$ cat config.mk
export PLATFORM = sky130hd
export DESIGN_NAME = dso_spi_host_flat
export DESIGN_NICKNAME = d
export VERILOG_FILES = /design/src/rtl/dso_spi_host_if.sv /design/src/rtl/dso_spi_host.sv /design/src/flat_wrapper.sv
export SDC_FILE = /design/constraint.sdc
export NUM_CORES = 1
export LEC_CHECK = 0
export ABC_CLOCK_PERIOD_IN_PS = 3600
export BUFFER_PORTS_ARGS = -buffer_cell sky130_fd_sc_hd__buf_4
export CORE_ASPECT_RATIO = 1.2
export CORE_MARGIN = 1
export CORE_UTILIZATION = 50
export DETAILED_ROUTE_END_ITERATION = 10
export GPL_TIMING_DRIVEN = 0
export PLACE_DENSITY = 0.74
export SLEW_MARGIN = 15
export SYNTH_ARGS = -nofsm -noshare
export SYNTH_HDL_FRONTEND = slang
export SYNTH_SLANG_ARGS = --single-unit
export TNS_END_PERCENT = 20
$ cat constraint.sdc
create_clock -name clk -period 3.6 [get_ports clk]
set_input_delay 0.18 -clock clk [delete_from_list [all_inputs] [get_ports clk]]
set_output_delay 0.18 -clock clk [all_outputs]
set_load 0.02 [all_outputs]
$ cat src/rtl/dso_spi_host_if.sv
// Command/read-back channel of the DSO SPI host: one command in, read bytes out.
// master = command issuer, slave = the SPI host block.
interface dso_spi_host_if #(
    parameter int LEN_W = 12
);
    logic             cmd_valid;
    logic             cmd_ready;
    logic             cmd_read;
    logic [7:0]       cmd_opcode;
    logic [31:0]      cmd_wdata;
    logic [LEN_W-1:0] cmd_len;
    logic             rd_valid;
    logic [7:0]       rd_data;
    logic             rd_last;

    modport master (
        output cmd_valid, cmd_read, cmd_opcode, cmd_wdata, cmd_len,
        input  cmd_ready, rd_valid, rd_data, rd_last
    );

    modport slave (
        input  cmd_valid, cmd_read, cmd_opcode, cmd_wdata, cmd_len,
        output cmd_ready, rd_valid, rd_data, rd_last
    );
endinterface

$ cat src/rtl/dso_spi_host.sv
// SPI mode-0 master for the DSO board MCU link: register writes and buffer reads,
// plus the trigger_mcu pulse generator and the ready_mcu synchroniser.
//
// state | meaning
// IDLE  | waiting for a command, cmd_ready=1
// LEAD  | ncs low, first MOSI bit driven, D cycles before first SCK rise
// SHIFT | SCK toggling every D cycles, MOSI on falls, MISO sampled on rises
// LAG   | ncs still low for D cycles after the last SCK fall
// GAP   | ncs high for D cycles before accepting the next command
module dso_spi_host #(
    parameter int CLK_DIV     = 4,
    parameter int LEN_W       = 12,
    parameter int TRIG_CYCLES = 16
) (
    input  logic          clk,
    input  logic          rst,
    dso_spi_host_if.slave cmd,
    output logic          busy,
    output logic          sck_spi,
    output logic          mosi_spi,
    output logic          ncs_spi,
    input  logic          miso_spi,
    input  logic          trig_req,
    output logic          trigger_mcu,
    input  logic          ready_mcu,
    output logic          data_avail,
    output logic          data_avail_rise
);

    localparam int DIV_W  = (CLK_DIV > 1) ? $clog2(CLK_DIV) : 1;
    localparam int TRIG_W = $clog2(TRIG_CYCLES + 1);
    localparam logic [DIV_W-1:0] DIV_LOAD = DIV_W'(CLK_DIV - 1);

    localparam logic [2:0] ST_IDLE  = 3'd0;
    localparam logic [2:0] ST_LEAD  = 3'd1;
    localparam logic [2:0] ST_SHIFT = 3'd2;
    localparam logic [2:0] ST_LAG   = 3'd3;
    localparam logic [2:0] ST_GAP   = 3'd4;

    logic [2:0]       state;
    logic [DIV_W-1:0] div_cnt;
    logic [38:0]      tx_sr;
    logic [6:0]       rx_sr;
    logic [2:0]       bit_cnt;
    logic [LEN_W:0]   byte_rem;
    logic             op_phase;
    logic             is_read;
    logic             sample_due;
    logic             rd_valid_q;
    logic             rd_last_q;
    logic [7:0]       rd_data_q;

    assign cmd.cmd_ready = (state == ST_IDLE);
    assign busy          = (state != ST_IDLE);
    assign cmd.rd_valid  = rd_valid_q;
    assign cmd.rd_last   = rd_last_q;
    assign cmd.rd_data   = rd_data_q;

    always_ff @(posedge clk) begin
        if (rst) begin
            state      <= ST_IDLE;
            div_cnt    <= '0;
            tx_sr      <= '0;
            rx_sr      <= '0;
            bit_cnt    <= '0;
            byte_rem   <= '0;
            op_phase   <= 1'b0;
            is_read    <= 1'b0;
            sample_due <= 1'b0;
            sck_spi    <= 1'b0;
            mosi_spi   <= 1'b0;
            ncs_spi    <= 1'b1;
            rd_valid_q <= 1'b0;
            rd_last_q  <= 1'b0;
            rd_data_q  <= '0;
        end else begin
            rd_valid_q <= 1'b0;
            rd_last_q  <= 1'b0;
            sample_due <= 1'b0;

            // MISO is taken at the end of the first SCK-high cycle, so the
            // completed byte is presented the cycle after the rising edge.
            if (sample_due) begin
                rx_sr <= {rx_sr[5:0], miso_spi};
                if (bit_cnt == 3'd7 && is_read && !op_phase) begin
                    rd_valid_q <= 1'b1;
                    rd_data_q  <= {rx_sr, miso_spi};
                    rd_last_q  <= (byte_rem == '0);
                end
            end

            case (state)
                ST_IDLE: begin
                    if (cmd.cmd_valid) begin
                        state    <= ST_LEAD;
                        ncs_spi  <= 1'b0;
                        div_cnt  <= DIV_LOAD;
                        mosi_spi <= cmd.cmd_opcode[7];
                        tx_sr    <= {cmd.cmd_opcode[6:0],
                                     cmd.cmd_read ? 32'd0 : cmd.cmd_wdata};
                        is_read  <= cmd.cmd_read;
                        byte_rem <= cmd.cmd_read ? (LEN_W+1)'(cmd.cmd_len)
                                                 : (LEN_W+1)'(4);
                        bit_cnt  <= '0;
                        op_phase <= 1'b1;
                    end
                end
                ST_LEAD: begin
                    if (div_cnt == '0) begin
                        state      <= ST_SHIFT;
                        sck_spi    <= 1'b1;
                        sample_due <= 1'b1;
                        div_cnt    <= DIV_LOAD;
                    end else begin
                        div_cnt <= div_cnt - 1'b1;
                    end
                end
                ST_SHIFT: begin
                    if (div_cnt == '0) begin
                        div_cnt <= DIV_LOAD;
                        if (!sck_spi) begin
                            sck_spi    <= 1'b1;
                            sample_due <= 1'b1;
                        end else begin
                            sck_spi  <= 1'b0;
                            bit_cnt  <= bit_cnt + 1'b1;
                            mosi_spi <= tx_sr[38];
                            tx_sr    <= {tx_sr[37:0], 1'b0};
                            if (bit_cnt == 3'd7) begin
                                op_phase <= 1'b0;
                                if (byte_rem == '0) begin
                                    state    <= ST_LAG;
                                    mosi_spi <= 1'b0;
                                end else begin
                                    byte_rem <= byte_rem - 1'b1;
                                end
                            end
                        end
                    end else begin
                        div_cnt <= div_cnt - 1'b1;
                    end
                end
                ST_LAG: begin
                    if (div_cnt == '0) begin
                        state   <= ST_GAP;
                        ncs_spi <= 1'b1;
                        div_cnt <= DIV_LOAD;
                    end else begin
                        div_cnt <= div_cnt - 1'b1;
                    end
                end
                ST_GAP: begin
                    if (div_cnt == '0) begin
                        state <= ST_IDLE;
                    end else begin
                        div_cnt <= div_cnt - 1'b1;
                    end
                end
                default: state <= ST_IDLE;
            endcase
        end
    end

    // Trigger pulse: retrigger simply reloads the down-counter.
    logic [TRIG_W-1:0] trig_cnt;

    always_ff @(posedge clk) begin
        if (rst) begin
            trig_cnt <= '0;
        end else if (trig_req) begin
            trig_cnt <= TRIG_W'(TRIG_CYCLES);
        end else if (trig_cnt != '0) begin
            trig_cnt <= trig_cnt - 1'b1;
        end
    end

    assign trigger_mcu = (trig_cnt != '0);

    logic sync_q1;
    logic sync_q2;
    logic avail_q;

    always_ff @(posedge clk) begin
        if (rst) begin
            sync_q1         <= 1'b0;
            sync_q2         <= 1'b0;
            avail_q         <= 1'b0;
            data_avail_rise <= 1'b0;
        end else begin
            sync_q1         <= ready_mcu;
            sync_q2         <= sync_q1;
            avail_q         <= sync_q2;
            data_avail_rise <= sync_q2 & ~avail_q;
        end
    end

    assign data_avail = sync_q2;

endmodule

$ cat src/flat_wrapper.sv
// flat-port wrapper written by rule: the top's interface ports become plain ports
module dso_spi_host_flat 
#(
    parameter int CLK_DIV     = 4,
    parameter int LEN_W       = 12,
    parameter int TRIG_CYCLES = 16
)
  (clk, rst, busy, sck_spi, mosi_spi, ncs_spi, miso_spi, trig_req, trigger_mcu, ready_mcu, data_avail, data_avail_rise, cmd_cmd_valid, cmd_cmd_read, cmd_cmd_opcode, cmd_cmd_wdata, cmd_cmd_len, cmd_cmd_ready, cmd_rd_valid, cmd_rd_data, cmd_rd_last);
  dso_spi_host_if #(.LEN_W(LEN_W)) cmd_i ();
  input  logic clk;
  input  logic rst;
  output logic busy;
  output logic sck_spi;
  output logic mosi_spi;
  output logic ncs_spi;
  input  logic miso_spi;
  input  logic trig_req;
  output logic trigger_mcu;
  input  logic ready_mcu;
  output logic data_avail;
  output logic data_avail_rise;
  input wire logic [$bits(cmd_i.cmd_valid)-1:0] cmd_cmd_valid;
  input wire logic [$bits(cmd_i.cmd_read)-1:0] cmd_cmd_read;
  input wire logic [$bits(cmd_i.cmd_opcode)-1:0] cmd_cmd_opcode;
  input wire logic [$bits(cmd_i.cmd_wdata)-1:0] cmd_cmd_wdata;
  input wire logic [$bits(cmd_i.cmd_len)-1:0] cmd_cmd_len;
  output wire logic [$bits(cmd_i.cmd_ready)-1:0] cmd_cmd_ready;
  output wire logic [$bits(cmd_i.rd_valid)-1:0] cmd_rd_valid;
  output wire logic [$bits(cmd_i.rd_data)-1:0] cmd_rd_data;
  output wire logic [$bits(cmd_i.rd_last)-1:0] cmd_rd_last;
  assign cmd_i.cmd_valid = cmd_cmd_valid;
  assign cmd_i.cmd_read = cmd_cmd_read;
  assign cmd_i.cmd_opcode = cmd_cmd_opcode;
  assign cmd_i.cmd_wdata = cmd_cmd_wdata;
  assign cmd_i.cmd_len = cmd_cmd_len;
  assign cmd_cmd_ready = cmd_i.cmd_ready;
  assign cmd_rd_valid = cmd_i.rd_valid;
  assign cmd_rd_data = cmd_i.rd_data;
  assign cmd_rd_last = cmd_i.rd_last;
  dso_spi_host #(.CLK_DIV(CLK_DIV), .LEN_W(LEN_W), .TRIG_CYCLES(TRIG_CYCLES)) u_core (.clk(clk), .rst(rst), .cmd(cmd_i), .busy(busy), .sck_spi(sck_spi), .mosi_spi(mosi_spi), .ncs_spi(ncs_spi), .miso_spi(miso_spi), .trig_req(trig_req), .trigger_mcu(trigger_mcu), .ready_mcu(ready_mcu), .data_avail(data_avail), .data_avail_rise(data_avail_rise));
endmodule
### Yosys cells after proc, flatten, opt, wreduce, memory -nomap -nowiden

Cells that the tools add are included.

| storage, ports and cells | value |
|---|---|
| register bits after elaboration | 92 |
| input bits | 59 |
| output and inout port bits | 18 |

| operators by class | value |
|---|---|
| $add $sub $neg | 4 |
| equal/unequal tests | 15 |
| mux-type cells | 52 |
| bitwise gates (word level) | 4 |
| reduce and logical (&&, ||, !) cells | 26 |

Operators with widths:

| cell | count |
|---|---|
| two-way mux 39 bit | 3 |
| one-hot mux 39 bit (2 select lines) | 1 |
| two-way mux 13 bit | 5 |
| two-way mux 3 bit | 11 |
| two-way mux 32 bit | 1 |
| one-hot mux 13 bit (2 select lines) | 1 |
| two-way mux 1 bit | 16 |
| one-hot mux 3 bit (5 select lines) | 1 |
| != test 2 x 1 -> 1 bit, second input constant | 7 |
| logical NOT 13 bit | 1 |
| subtractor 13 x 1 -> 13 bit, second input constant | 1 |
| two-way mux 12 bit | 1 |
| two-way mux 5 bit | 2 |
| one-hot mux 1 bit (2 select lines) | 5 |
| AND reduction 3 bit | 3 |
| AND reduction 8 bit | 1 |
| nonzero test 2 bit | 4 |
| equality test 3 x 2 -> 1 bit, second input constant | 2 |
| equality test 3 bit, second input constant | 2 |
| two-way mux 2 bit | 3 |
| != test 2 bit, second input constant | 3 |
| one-hot mux 2 bit (3 select lines) | 1 |
| one-hot mux 3 bit (2 select lines) | 1 |
| AND reduction 6 bit | 1 |
| other kinds (17) | 24 |

### Longest topological paths before layout

Gate-level depths: netlist of the first run.

| depth | value |
|---|---|
| word-level depth | 6 |
| depth in mapped cells | 9 |
| gate-level depth less buffers | 7 |

### Worst setup path before layout of the first run

No wires, ideal clock.

| path | value |
|---|---|
| kind | register to register |
| start point | register u_core.state[2] |
| end point | register u_core.byte_rem[1] |
| setup time | 0.134 ns |
| data arrival time | 1.927 ns |
| data required time | 3.466 ns |
| slack | 1.539 ns |
| cell stages (with the launch flop) | 8 |
| path buffers | 2 |
| cells stage by stage | dfxtp_1 buf_6 nor3_1 nand2_1 o31a_1 buf_6 a311oi_1 a211oi_1 |

| between the ends | value |
|---|---|
| word-level cells in the longest chain between the ends | 3 |
| elaborated cells on any way between the ends | 10 |

RTL lines:

| element | RTL line | text |
|---|---|---|
| start: declaration | dso_spi_host.sv:40 | `logic [2:0] state;` |
| start signal: assignment | dso_spi_host.sv:61 | `state <= ST_IDLE;` |
| start signal: assignment | dso_spi_host.sv:95 | `state <= ST_LEAD;` |
| start signal: assignment | dso_spi_host.sv:110 | `state <= ST_SHIFT;` |
| logical NOT 3 bit (*) | n/a |  |
| via cmd_cmd_ready | flat_wrapper.sv:27 | `output wire logic [$bits(cmd_i.cmd_ready)-1:0] cmd_cmd_ready;` |
| != test 2 bit (no source line) or nonzero test 2 bit (tied branches) | n/a |  |
| AND reduction 6 bit (no source line) | n/a |  |
| end signal: assignment | dso_spi_host.sv:102 | `byte_rem <= cmd.cmd_read ? (LEN_W+1)'(cmd.cmd_len)` |
| end signal: assignment | dso_spi_host.sv:135 | `byte_rem <= byte_rem - 1'b1;` |
| end: declaration | dso_spi_host.sv:45 | `logic [LEN_W:0] byte_rem;` |

Mark *: on every way through the listed nets, which the timed path passes. The rest lies on a longest branch.
A chain may end at the register's enable or synchronous reset.

### Worst setup path in the final report of the first run

| path | value |
|---|---|
| start point | register u_core.div_cnt[0] |
| end point | register u_core.tx_sr[12] |

| between the ends | value |
|---|---|
| word-level cells in the longest chain between the ends | 3 |

RTL lines:

| element | RTL line | text |
|---|---|---|
| start: declaration | dso_spi_host.sv:41 | `logic [DIV_W-1:0] div_cnt;` |
| start signal: assignment | dso_spi_host.sv:115 | `div_cnt <= div_cnt - 1'b1;` |
| start signal: assignment | dso_spi_host.sv:140 | `div_cnt <= div_cnt - 1'b1;` |
| start signal: assignment | dso_spi_host.sv:149 | `div_cnt <= div_cnt - 1'b1;` |
| logical NOT 2 bit | dso_spi_host.sv:119 | `if (div_cnt == '0) begin` |
| != test 2 x 1 -> 1 bit (no source line) | n/a |  |
| AND reduction 4 bit (no source line) | n/a |  |
| end signal: assignment | dso_spi_host.sv:99 | `tx_sr <= {cmd.cmd_opcode[6:0],` |
| end signal: assignment | dso_spi_host.sv:128 | `tx_sr <= {tx_sr[37:0], 1'b0};` |
| end: declaration | dso_spi_host.sv:42 | `logic [38:0] tx_sr;` |

No other way between the ends.

==> report_table.html, run 1 <==
<table>
<tr><th>Metric</th><th>Value</th></tr>
<tr><th colspan="2">Outcome</th></tr>
<tr><td>Run status</td><td>completed</td></tr>
<tr><th colspan="2">Logic synthesis</th></tr>
<tr><td>Sequential fraction of the synthesis area</td><td>0.432</td></tr>
<tr><td>Post-Synthesis Mean Instance Area</td><td>8.13 µm²</td></tr>
<tr><td>Combinational family with the most area after synthesis</td><td>simple AND/OR/NAND/NOR gates</td></tr>
<tr><td>Dominant register cell in the synthesized netlist</td><td>sky130_fd_sc_hd__dfxtp_1</td></tr>
<tr><td>Area fraction in and, or, nand and nor cells after synthesis</td><td>0.281</td></tr>
<tr><td>Area share of fa/ha/maj cells after synthesis</td><td>0.0176</td></tr>
<tr><td>Unique cell type count in the Yosys netlist</td><td>47</td></tr>
<tr><td>Gate count after technology mapping</td><td>approximately 520</td></tr>
<tr><td>Async S/R FF share, synth</td><td>0</td></tr>
<tr><td>Number of enable flip-flop cells after synthesis</td><td>0</td></tr>
<tr><td>Mux cell area share after synthesis</td><td>0.0164</td></tr>
<tr><td>Parity-gate share of the synthesized area counting xor and xnor cells</td><td>0.0185</td></tr>
<tr><td>Post-synthesis net count</td><td>589</td></tr>
<tr><td>Fraction of the mapped netlist area in compound gates</td><td>0.176</td></tr>
<tr><td>FF+latch count, synth</td><td>92</td></tr>
<tr><td>Yosys synthesis warning count</td><td>0</td></tr>
<tr><td>Synthesized cell area</td><td>approximately 4300 µm²</td></tr>
<tr><th colspan="2">CTS</th></tr>
<tr><td>CTS clk-pin slew, worst paths</td><td>~0.09 ns</td></tr>
<tr><td>CTS resizes</td><td>0</td></tr>
<tr><td>Deepest level of the CTS H-tree</td><td>3</td></tr>
<tr><td>Postcts setup bufs</td><td>0</td></tr>
<tr><td>Post-cts hold buffer count</td><td>0</td></tr>
<tr><td>TritonCTS clock tree</td><td>yes</td></tr>
<tr><td>Buffer cell driving the clock tree root</td><td>sky130_fd_sc_hd__clkbuf_8</td></tr>
<tr><td>Clock Path Buffers</td><td>2</td></tr>
<tr><td>Insertion delay to the later sink of the worst-skew pair</td><td>approximately 0.35 ns</td></tr>
<tr><td>CTS Buf Count</td><td>9</td></tr>
<tr><td>CTS Sinks</td><td>92</td></tr>
<tr><th colspan="2">Placed design</th></tr>
<tr><td>GPL Wtd Cong</td><td>0.837</td></tr>
<tr><td>Detailed placement HPWL</td><td>7.70 mm</td></tr>
<tr><td>Area of placed instances</td><td>about 5000 µm²</td></tr>
<tr><td>Buffers on Ports</td><td>75</td></tr>
<tr><th colspan="2">GRT</th></tr>
<tr><td>Maximum number of pins on one net before global-route repair</td><td>16</td></tr>
<tr><td>Layer with the highest usage after global routing</td><td>met2</td></tr>
<tr><td>Met3 Usage GRT</td><td>0.0296</td></tr>
<tr><td>Number of global-route vias before repair</td><td>~3.8k</td></tr>
<tr><td>Global routing met1 resource utilization</td><td>0.299</td></tr>
<tr><td>Overflow after GRT</td><td>0</td></tr>
<tr><td>Met2 global-route usage</td><td>0.452</td></tr>
<tr><td>GRT Util Overall</td><td>0.248</td></tr>
<tr><td>Wire length of the first global-routing pass</td><td>17.5 mm</td></tr>
<tr><td>Number of antenna violations at the first check in global routing</td><td>0</td></tr>
<tr><th colspan="2">Min path</th></tr>
<tr><td>Number of cells on the worst hold path</td><td>2</td></tr>
<tr><td>Hold crit path type</td><td>in -&gt; reg</td></tr>
<tr><td>Start point of the worst min-delay path</td><td>trig_req</td></tr>
<tr><td>Hold EP</td><td>u_core.trig_cnt[0]$_SDFFE_PP0P_</td></tr>
<tr><th colspan="2">Floorplanning</th></tr>
<tr><td>Die area</td><td>8900 µm²</td></tr>
<tr><td>Effective utilization at floorplan</td><td>0.520</td></tr>
<tr><td>Floorplan Core Area</td><td>8200 µm²</td></tr>
<tr><td>Die span in x</td><td>roughly 86 µm</td></tr>
<tr><td>Height of the die</td><td>103 µm</td></tr>
<tr><td>I/O pin cnt</td><td>77</td></tr>
<tr><td>Standard-cell rows</td><td>36</td></tr>
<tr><th colspan="2">Timing</th></tr>
<tr><td>Slew headroom</td><td>0.614</td></tr>
<tr><td>Final number of setup-violating endpoints</td><td>0</td></tr>
<tr><td>Final Max Slew Viols</td><td>0</td></tr>
<tr><td>Final critical path time including I/O delays and setup</td><td>about 2.1 ns</td></tr>
<tr><td>Fin Clk Skew</td><td>about 0.010 ns</td></tr>
<tr><td>Ratio of final minimum period to clock period</td><td>0.591</td></tr>
<tr><td>Unrepaired setup endpoints after global routing</td><td>false</td></tr>
<tr><td>Measured slew at the worst slew-check pin</td><td>0.579 ns</td></tr>
<tr><td>Post-route setup TNS</td><td>0 ns</td></tr>
<tr><td>Upper clock frequency limit</td><td>0.470 GHz</td></tr>
<tr><td>Final hold vios</td><td>0</td></tr>
<tr><th colspan="2">Layout</th></tr>
<tr><td>Flip-flop and latch area</td><td>1840 µm²</td></tr>
<tr><td>Final design instance area without fill</td><td>5140 µm²</td></tr>
<tr><td>Count of nets after finishing</td><td>675</td></tr>
<tr><td>Most common library cell in the layout ignoring fill and taps</td><td>sky130_fd_sc_hd__dfxtp_1</td></tr>
<tr><td>Diodes inserted</td><td>0</td></tr>
<tr><td>Commonest non-fill, non-tap cells in the layout</td><td>sky130_fd_sc_hd__dfxtp_1, sky130_fd_sc_hd__nor2_1, sky130_fd_sc_hd__buf_4</td></tr>
<tr><td>Signed area change from the synthesized netlist to the final layout</td><td>20.7%</td></tr>
<tr><td>Ratio of cells with drive above 1 in the final layout</td><td>0.185</td></tr>
<tr><td>Number of inserted filler cells in the final layout</td><td>roughly 730</td></tr>
<tr><td>Multi-input gate area</td><td>2170 µm²</td></tr>
<tr><th colspan="2">Worst setup path</th></tr>
<tr><td>Startpoint type of the worst setup path</td><td>flip-flop</td></tr>
<tr><td>Gate family responsible for the most delay along the worst path</td><td>buffers and inverters</td></tr>
<tr><td>Setup slack of the most critical reg-to-reg path</td><td>1.47 ns</td></tr>
<tr><td>Count of cells along the worst register-to-register path</td><td>8</td></tr>
<tr><td>Endpoint kind of the worst setup timing path</td><td>flip-flop</td></tr>
<tr><td>Ordered cell list for the critical path</td><td>inv_1 -&gt; ha_1 -&gt; and3_1 -&gt; o21a_1 -&gt; buf_2 -&gt; clkbuf_1 -&gt; nor2_1 -&gt; nor3_1</td></tr>
<tr><td>Max FO, Critical Path</td><td>10</td></tr>
<tr><td>Critical path buffer and inverter count</td><td>3</td></tr>
<tr><td>End of the worst register-to-register path</td><td>u_core.tx_sr[12]$_SDFFE_PP0P_</td></tr>
<tr><td>Cell type of the slowest stage on the worst timing path</td><td>sky130_fd_sc_hd__clkbuf_1</td></tr>
<tr><td>Critical Setup Path Class</td><td>reg -&gt; reg</td></tr>
<tr><td>Stage delay of the slowest cell on the critical path</td><td>0.39 ns</td></tr>
<tr><td>Required time reported for the critical path endpoint</td><td>around 3.9 ns</td></tr>
<tr><td>Data arrival at the endpoint of the critical path</td><td>~2.4 ns</td></tr>
<tr><td>Worst R2R Start</td><td>u_core.div_cnt[0]$_SDFFE_PP0P_</td></tr>
<tr><th colspan="2">Power and ir drop</th></tr>
<tr><td>Pwr dens</td><td>506 nW/µm²</td></tr>
<tr><td>Worst ir drop on vdd</td><td>234 µV</td></tr>
<tr><td>Static power due to leakage</td><td>2.13 nW</td></tr>
<tr><td>Final total power</td><td>0.00261 W</td></tr>
<tr><th colspan="2">Drt</th></tr>
<tr><td>Vias</td><td>4030</td></tr>
<tr><td>Per-cell routed wire length</td><td>~14 µm</td></tr>
<tr><td>Number of vias per cell after detailed routing</td><td>~5.5</td></tr>
<tr><td>DRC violation total after the first TritonRoute iteration</td><td>approximately 210</td></tr>
<tr><td>DRC</td><td>0</td></tr>
<tr><td>Post-detailed-route count of antenna-violating nets</td><td>0</td></tr>
<tr><td>Final WL</td><td>10.4 mm</td></tr>
<tr><td>First-pass DRT Iterations</td><td>4</td></tr>
<tr><th colspan="2">Job</th></tr>
<tr><td>Total of max-cap violations</td><td>0</td></tr>
</table>
cell usage after synthesis (3+ instances only):
master / n / area (µm²)
sky130_fd_sc_hd__dfxtp_1: 92 / 1840
sky130_fd_sc_hd__nor2_1: 78 / 293
sky130_fd_sc_hd__nand2_1: 46 / 173
sky130_fd_sc_hd__nor3_1: 43 / 215
sky130_fd_sc_hd__and3_1: 37 / 231
sky130_fd_sc_hd__a211oi_1: 34 / 255
sky130_fd_sc_hd__a21oi_1: 30 / 150
sky130_fd_sc_hd__clkbuf_1: 30 / 113
sky130_fd_sc_hd__o21ai_0: 16 / 80.1
sky130_fd_sc_hd__nand3_1: 13 / 65.1
sky130_fd_sc_hd__inv_1: 12 / 45.0
sky130_fd_sc_hd__a311oi_1: 10 / 87.6
sky130_fd_sc_hd__buf_2: 9 / 45.0
sky130_fd_sc_hd__nor2b_1: 8 / 50.1
sky130_fd_sc_hd__mux2i_1: 7 / 70.1
sky130_fd_sc_hd__ha_1: 6 / 75.1
sky130_fd_sc_hd__xnor2_1: 5 / 43.8
sky130_fd_sc_hd__nor4_1: 4 / 25.0
sky130_fd_sc_hd__xor2_1: 4 / 35.0
sky130_fd_sc_hd__and2_1: 3 / 18.8
sky130_fd_sc_hd__buf_6: 3 / 33.8
stage by stage:
step	worst slack, ns	instances	utilization	hold WS, ns
floorplan	1.54	524	-	0.257
global placement	1.57	713	0.606	0.373
detailed placement	1.51	713	0.606	0.385
CTS	1.47	729	0.628	0.00317
global route	1.27	729	0.628	0.0114
finish	1.47	729	0.628	0.0140
layout make-up:
type	count	area share
Inverter	12	0.00875
Sequential cell	92	0.358
Multi-Input combinational cell	375	0.421
Tap cell	114	0.0277
Buffer	45	0.0401
Clock buffer	11	0.0275
Clock inverter	5	0.00705
Timing Repair Buffer	75	0.109
kinds of logic (layout without fill, tap and decap cells):
kind of cell,count (synthesis),after routing
xor gates and xnor gates,9,9
DFF,92,92
and+or+nand+nor,245,245
adders and majority gates,6,6
muxes,7,7
AOI/OAI and AO/OA,108,108
buffers and inverters,57,148
sequential cells by signal, indices dropped and copies added (netlist names), 2 cells and up:
name                cells
u_core.div_cnt          2
u_core.rx_sr            7
u_core.tx_sr           39
u_core.trig_cnt         5
u_core.state            3
u_core.bit_cnt          3
u_core.cmd.rd_data      8
u_core.byte_rem        13
power breakdown:
part           internal, W  leakage (nW)  switching [W]
combinational     0.000327          1.29       0.000442
clock             0.000271        0.0820       0.000361
sequential         0.00113         0.755      0.0000778
total              0.00172          2.13       0.000881
worst max path at each step:
stage | startpoint | to | slack, ns | depth (start not counted)
finish | u_core.div_cnt[0]$_SDFFE_PP0P_ | u_core.tx_sr[12]$_SDFFE_PP0P_ | 1.47 | 8
global route | u_core.div_cnt[0]$_SDFFE_PP0P_ | u_core.tx_sr[7]$_SDFFE_PP0P_ | 1.27 | 8
CTS | u_core.div_cnt[0]$_SDFFE_PP0P_ | u_core.tx_sr[12]$_SDFFE_PP0P_ | 1.47 | 8
detailed placement | u_core.div_cnt[0]$_SDFFE_PP0P_ | u_core.tx_sr[12]$_SDFFE_PP0P_ | 1.51 | 8
global placement | u_core.div_cnt[0]$_SDFFE_PP0P_ | u_core.tx_sr[11]$_SDFFE_PP0P_ | 1.57 | 8
floorplan | u_core.state[2]$_SDFFE_PP0P_ | u_core.byte_rem[1]$_SDFFE_PP0P_ | 1.54 | 7
metal layers:
layer	routed length, µm	vias up
li1	-	2031
met1	4490	1874
met2	5270	108
met3	421	17
met4	186	0
met5	0	-
worst reg2reg max path, cell delays in order, from the launching register on:
cell and delay (ns):
sky130_fd_sc_hd__dfxtp_1 0.34, sky130_fd_sc_hd__inv_1 0.09, sky130_fd_sc_hd__ha_1 0.29, sky130_fd_sc_hd__and3_1 0.26
sky130_fd_sc_hd__o21a_1 0.16, sky130_fd_sc_hd__buf_2 0.24, sky130_fd_sc_hd__clkbuf_1 0.39, sky130_fd_sc_hd__nor2_1 0.08
sky130_fd_sc_hd__nor3_1 0.20
No activity file was read; power rests on OpenSTA's default activity.
==> run 2, diff against run 1 <==
--- a/config.mk
+++ b/config.mk
@@ -5,14 +5,14 @@
 export SDC_FILE = /design/constraint.sdc
 export NUM_CORES = 1
 export LEC_CHECK = 0
-export ABC_CLOCK_PERIOD_IN_PS = 3600
+export ABC_CLOCK_PERIOD_IN_PS = 1900
 export BUFFER_PORTS_ARGS = -buffer_cell sky130_fd_sc_hd__buf_4
 export CORE_ASPECT_RATIO = 1.2
 export CORE_MARGIN = 1
 export CORE_UTILIZATION = 50
 export DETAILED_ROUTE_END_ITERATION = 10
 export GPL_TIMING_DRIVEN = 0
-export PLACE_DENSITY = 0.74
+export PLACE_DENSITY = 0.77
 export SLEW_MARGIN = 15
 export SYNTH_ARGS = -nofsm -noshare
 export SYNTH_HDL_FRONTEND = slang
==> constraint.sdc (replaced) <==
create_clock -name clk -period 1.9 [get_ports clk]
set_input_delay 0.095 -clock clk [delete_from_list [all_inputs] [get_ports clk]]
set_output_delay 0.095 -clock clk [all_outputs]
set_load 0.02 [all_outputs]
==> run 2 against run 1 <==
Final cell count increased by 1.6%. Die area unchanged. Critical path depth unchanged. Register-to-register slack got worse by 1.5 ns. Worst setup slack worse by 1.5 ns. Final area grew 4.7%. Via count rose by 1.6%. Critical endpoint is now u_core.byte_rem[1]$_SDFFE_PP0P_. Highest routed layer unchanged.
==> report_table.html, run 2 (same netlist as run 1, synthesis figures left out) <==
<table>
<tr><th>Metric</th><th>Value</th></tr>
<tr><th colspan="2">CTS</th></tr>
<tr><td>TritonCTS clock tree</td><td>yes</td></tr>
<tr><td>Clock Path Buffers</td><td>2</td></tr>
<tr><td>CTS Sinks</td><td>92</td></tr>
<tr><td>Deepest level of the CTS H-tree</td><td>3</td></tr>
<tr><td>Buffer cell driving the clock tree root</td><td>sky130_fd_sc_hd__clkbuf_8</td></tr>
<tr><td>CTS Buf Count</td><td>9</td></tr>
<tr><td>CTS clk-pin slew, worst paths</td><td>0.09 ns</td></tr>
<tr><td>Insertion delay to the later sink of the worst-skew pair</td><td>0.37 ns</td></tr>
<tr><th colspan="2">Timing</th></tr>
<tr><td>Ratio of final minimum period to clock period</td><td>0.990</td></tr>
<tr><td>Fin Clk Skew</td><td>0.0129 ns</td></tr>
<tr><td>Slew headroom</td><td>0.584</td></tr>
<tr><td>Final critical path time including I/O delays and setup</td><td>1.88 ns</td></tr>
<tr><td>Final number of setup-violating endpoints</td><td>0</td></tr>
<tr><td>Measured slew at the worst slew-check pin</td><td>0.624 ns</td></tr>
<tr><td>Unrepaired setup endpoints after global routing</td><td>true</td></tr>
<tr><td>Final Max Slew Viols</td><td>0</td></tr>
<tr><td>Upper clock frequency limit</td><td>0.532 GHz</td></tr>
<tr><td>Final hold vios</td><td>0</td></tr>
<tr><th colspan="2">Worst setup path</th></tr>
<tr><td>End of the worst register-to-register path</td><td>u_core.byte_rem[1]$_SDFFE_PP0P_</td></tr>
<tr><td>Ordered cell list for the critical path</td><td>inv_4 -&gt; ha_4 -&gt; nor4b_1 -&gt; and3_2 -&gt; o31a_1 -&gt; buf_6 -&gt; a311oi_2 -&gt; a211oi_1</td></tr>
<tr><td>Number of cells on the critical path</td><td>8</td></tr>
<tr><td>Setup slack of the most critical reg-to-reg path</td><td>0.02 ns</td></tr>
<tr><td>Worst R2R Start</td><td>u_core.byte_rem[1]$_SDFFE_PP0P_</td></tr>
<tr><td>Endpoint kind of the worst setup timing path</td><td>flip-flop</td></tr>
<tr><td>Gate family responsible for the most delay along the worst path</td><td>compound AO/OA/AOI/OAI gates</td></tr>
<tr><td>Critical Setup Path Class</td><td>reg -&gt; reg</td></tr>
<tr><td>Count of cells along the worst register-to-register path</td><td>8</td></tr>
<tr><td>Max FO, Critical Path</td><td>6</td></tr>
<tr><td>Critical path buffer and inverter count</td><td>2</td></tr>
<tr><td>Timing endpoint of the critical path</td><td>u_core.byte_rem[1]$_SDFFE_PP0P_</td></tr>
<tr><td>Stage delay of the slowest cell on the critical path</td><td>0.38 ns</td></tr>
<tr><td>Startpoint type of the worst setup path</td><td>flip-flop</td></tr>
<tr><td>Cell type of the slowest stage on the worst timing path</td><td>sky130_fd_sc_hd__dfxtp_4</td></tr>
<tr><td>Data arrival at the endpoint of the critical path</td><td>approximately 2.1 ns</td></tr>
<tr><td>Launching instance or port of the critical path</td><td>u_core.byte_rem[1]$_SDFFE_PP0P_</td></tr>
<tr><td>Required time reported for the critical path endpoint</td><td>2.12 ns</td></tr>
<tr><th colspan="2">Layout</th></tr>
<tr><td>Final design instance area without fill</td><td>5390 µm²</td></tr>
<tr><td>Count of nets after finishing</td><td>687</td></tr>
<tr><td>Diodes inserted</td><td>0</td></tr>
<tr><td>Max FFs per register</td><td>39</td></tr>
<tr><td>Most common library cell in the layout ignoring fill and taps</td><td>sky130_fd_sc_hd__dfxtp_1</td></tr>
<tr><td>Top reg by flops</td><td>u_core.tx_sr</td></tr>
<tr><td>End-of-flow core utilization</td><td>0.657</td></tr>
<tr><td>Ratio of cells with drive above 1 in the final layout</td><td>0.239</td></tr>
<tr><td>Signed area change from the synthesized netlist to the final layout</td><td>26.4%</td></tr>
<tr><td>Commonest non-fill, non-tap cells in the layout</td><td>sky130_fd_sc_hd__dfxtp_1, sky130_fd_sc_hd__buf_4, sky130_fd_sc_hd__nor2_1</td></tr>
<tr><th colspan="2">GRT</th></tr>
<tr><td>Number of global-route vias before repair</td><td>roughly 3.8k</td></tr>
<tr><td>Number of antenna violations at the first check in global routing</td><td>0</td></tr>
<tr><td>GRT Util Overall</td><td>0.252</td></tr>
<tr><td>Wire length of the first global-routing pass</td><td>roughly 18 mm</td></tr>
<tr><td>Maximum number of pins on one net before global-route repair</td><td>17</td></tr>
<tr><td>Overflow after GRT</td><td>0</td></tr>
<tr><th colspan="2">Power and ir drop</th></tr>
<tr><td>Final total power</td><td>between 0.005 and 0.006 W</td></tr>
<tr><td>Worst ir drop on vdd</td><td>424 µV</td></tr>
<tr><td>Static power due to leakage</td><td>2.23 nW</td></tr>
<tr><td>Pwr dens</td><td>965 nW/µm²</td></tr>
<tr><th colspan="2">Floorplanning</th></tr>
<tr><td>Die span in x</td><td>86.3 µm</td></tr>
<tr><td>Height of the die</td><td>about 100 µm</td></tr>
<tr><td>Standard-cell rows</td><td>36</td></tr>
<tr><td>Die area</td><td>8900 µm²</td></tr>
<tr><td>Effective utilization at floorplan</td><td>0.520</td></tr>
<tr><td>I/O pin cnt</td><td>77</td></tr>
<tr><td>Floorplan Core Area</td><td>about 8000 µm²</td></tr>
<tr><th colspan="2">Outcome</th></tr>
<tr><td>Run status</td><td>completed</td></tr>
<tr><th colspan="2">Drt</th></tr>
<tr><td>Number of vias per cell after detailed routing</td><td>5.53</td></tr>
<tr><td>DRC</td><td>0</td></tr>
<tr><td>First-pass DRT Iterations</td><td>4</td></tr>
<tr><td>Per-cell routed wire length</td><td>14.5 µm</td></tr>
<tr><td>Vias</td><td>4096</td></tr>
<tr><td>DRC violation total after the first TritonRoute iteration</td><td>189</td></tr>
<tr><td>Post-detailed-route count of antenna-violating nets</td><td>0</td></tr>
<tr><td>Final WL</td><td>10.7 mm</td></tr>
<tr><th colspan="2">Min path</th></tr>
<tr><td>Hold crit path type</td><td>in -&gt; reg</td></tr>
<tr><th colspan="2">Job</th></tr>
<tr><td>Total of max-cap violations</td><td>0</td></tr>
<tr><th colspan="2">Placed design</th></tr>
<tr><td>Detailed placement HPWL</td><td>slightly below 8 mm</td></tr>
<tr><td>Area of placed instances</td><td>4970 µm²</td></tr>
<tr><td>Buffers on Ports</td><td>75</td></tr>
<tr><td>GPL Wtd Cong</td><td>0.889</td></tr>
</table>
run 2: worst min-delay path by stage:
stage	start	endpoint	slack (ns)	depth (start not counted)
6_report	cmd_cmd_opcode[4]	u_core.tx_sr[36]$_SDFFE_PP0P_	0.02	3
5_1_grt	cmd_cmd_opcode[2]	u_core.tx_sr[34]$_SDFFE_PP0P_	0.03	3
4_1_cts	cmd_cmd_opcode[2]	u_core.tx_sr[34]$_SDFFE_PP0P_	0.005	3
3_5_place_dp	trig_req	u_core.trig_cnt[0]$_SDFFE_PP0P_	0.30	2
3_3_place_gp	trig_req	u_core.trig_cnt[0]$_SDFFE_PP0P_	0.29	2
2_1_floorplan	trig_req	u_core.trig_cnt[0]$_SDFFE_PP0P_	0.17	1
run 2: layout make-up:
cell class / count / area, µm²
Fill cell: 733 / 2810
Clock inverter: 5 / 42.5
Tap cell: 114 / 143
Multi-Input combinational cell: 375 / 2260
Timing Repair Buffer: 88 / 671
Inverter: 12 / 47.5
Buffer: 44 / 223
Clock buffer: 11 / 151
Sequential cell: 92 / 1850
run 2: per-stage QoR:
| step | setup TNS, ns | worst slack (ns) | hold slack [ns] | std cells |
|---|---|---|---|---|
| after floorplan | 0 | 0.0363 | 0.172 | 524 |
| after global placement | -3.32 | -0.114 | 0.290 | 713 |
| after detailed placement | -5.41 | -0.186 | 0.295 | 713 |
| after CTS | 0 | 0.00953 | 0.00477 | 735 |
| after global routing | -0.0766 | -0.0539 | 0.0279 | 741 |
| final | 0 | 0.0195 | 0.0159 | 741 |
run 2: per-layer routing:
metal  vias to the layer above  global-route usage  share of wire
met1                      1930               0.303           0.44
met2                        93               0.459           0.51
met5                         -                   0              0
met4                         0               0.105          0.019
li1                       2056                   -              -
met3                        17              0.0280          0.034
run 2: where the power goes:
| part | switching [W] | internal [W] |
|---|---|---|
| Clock | 0.000727 | 0.000562 |
| Combinational | 0.000884 | 0.000733 |
| Sequential | 0.000157 | 0.00214 |
run 2: repair_timing:
| item | CTS | global route |
|---|---|---|
| cloned | 0 | 1 |
| endpoints found under the hold margin | 8 | 0 |
| setup endpoints to repair | 48 | 51 |
| buffers inserted | 2 | 5 |
| resized for setup | 18 | 27 |
| hold buffers | 5 | 0 |
| pin swaps | 2 | 5 |
run 2: tightest hold or removal path, stage by stage:
cell	delay, ns
sky130_fd_sc_hd__buf_4	0.11
sky130_fd_sc_hd__nand2_1	0.05
sky130_fd_sc_hd__a311oi_1	0.07
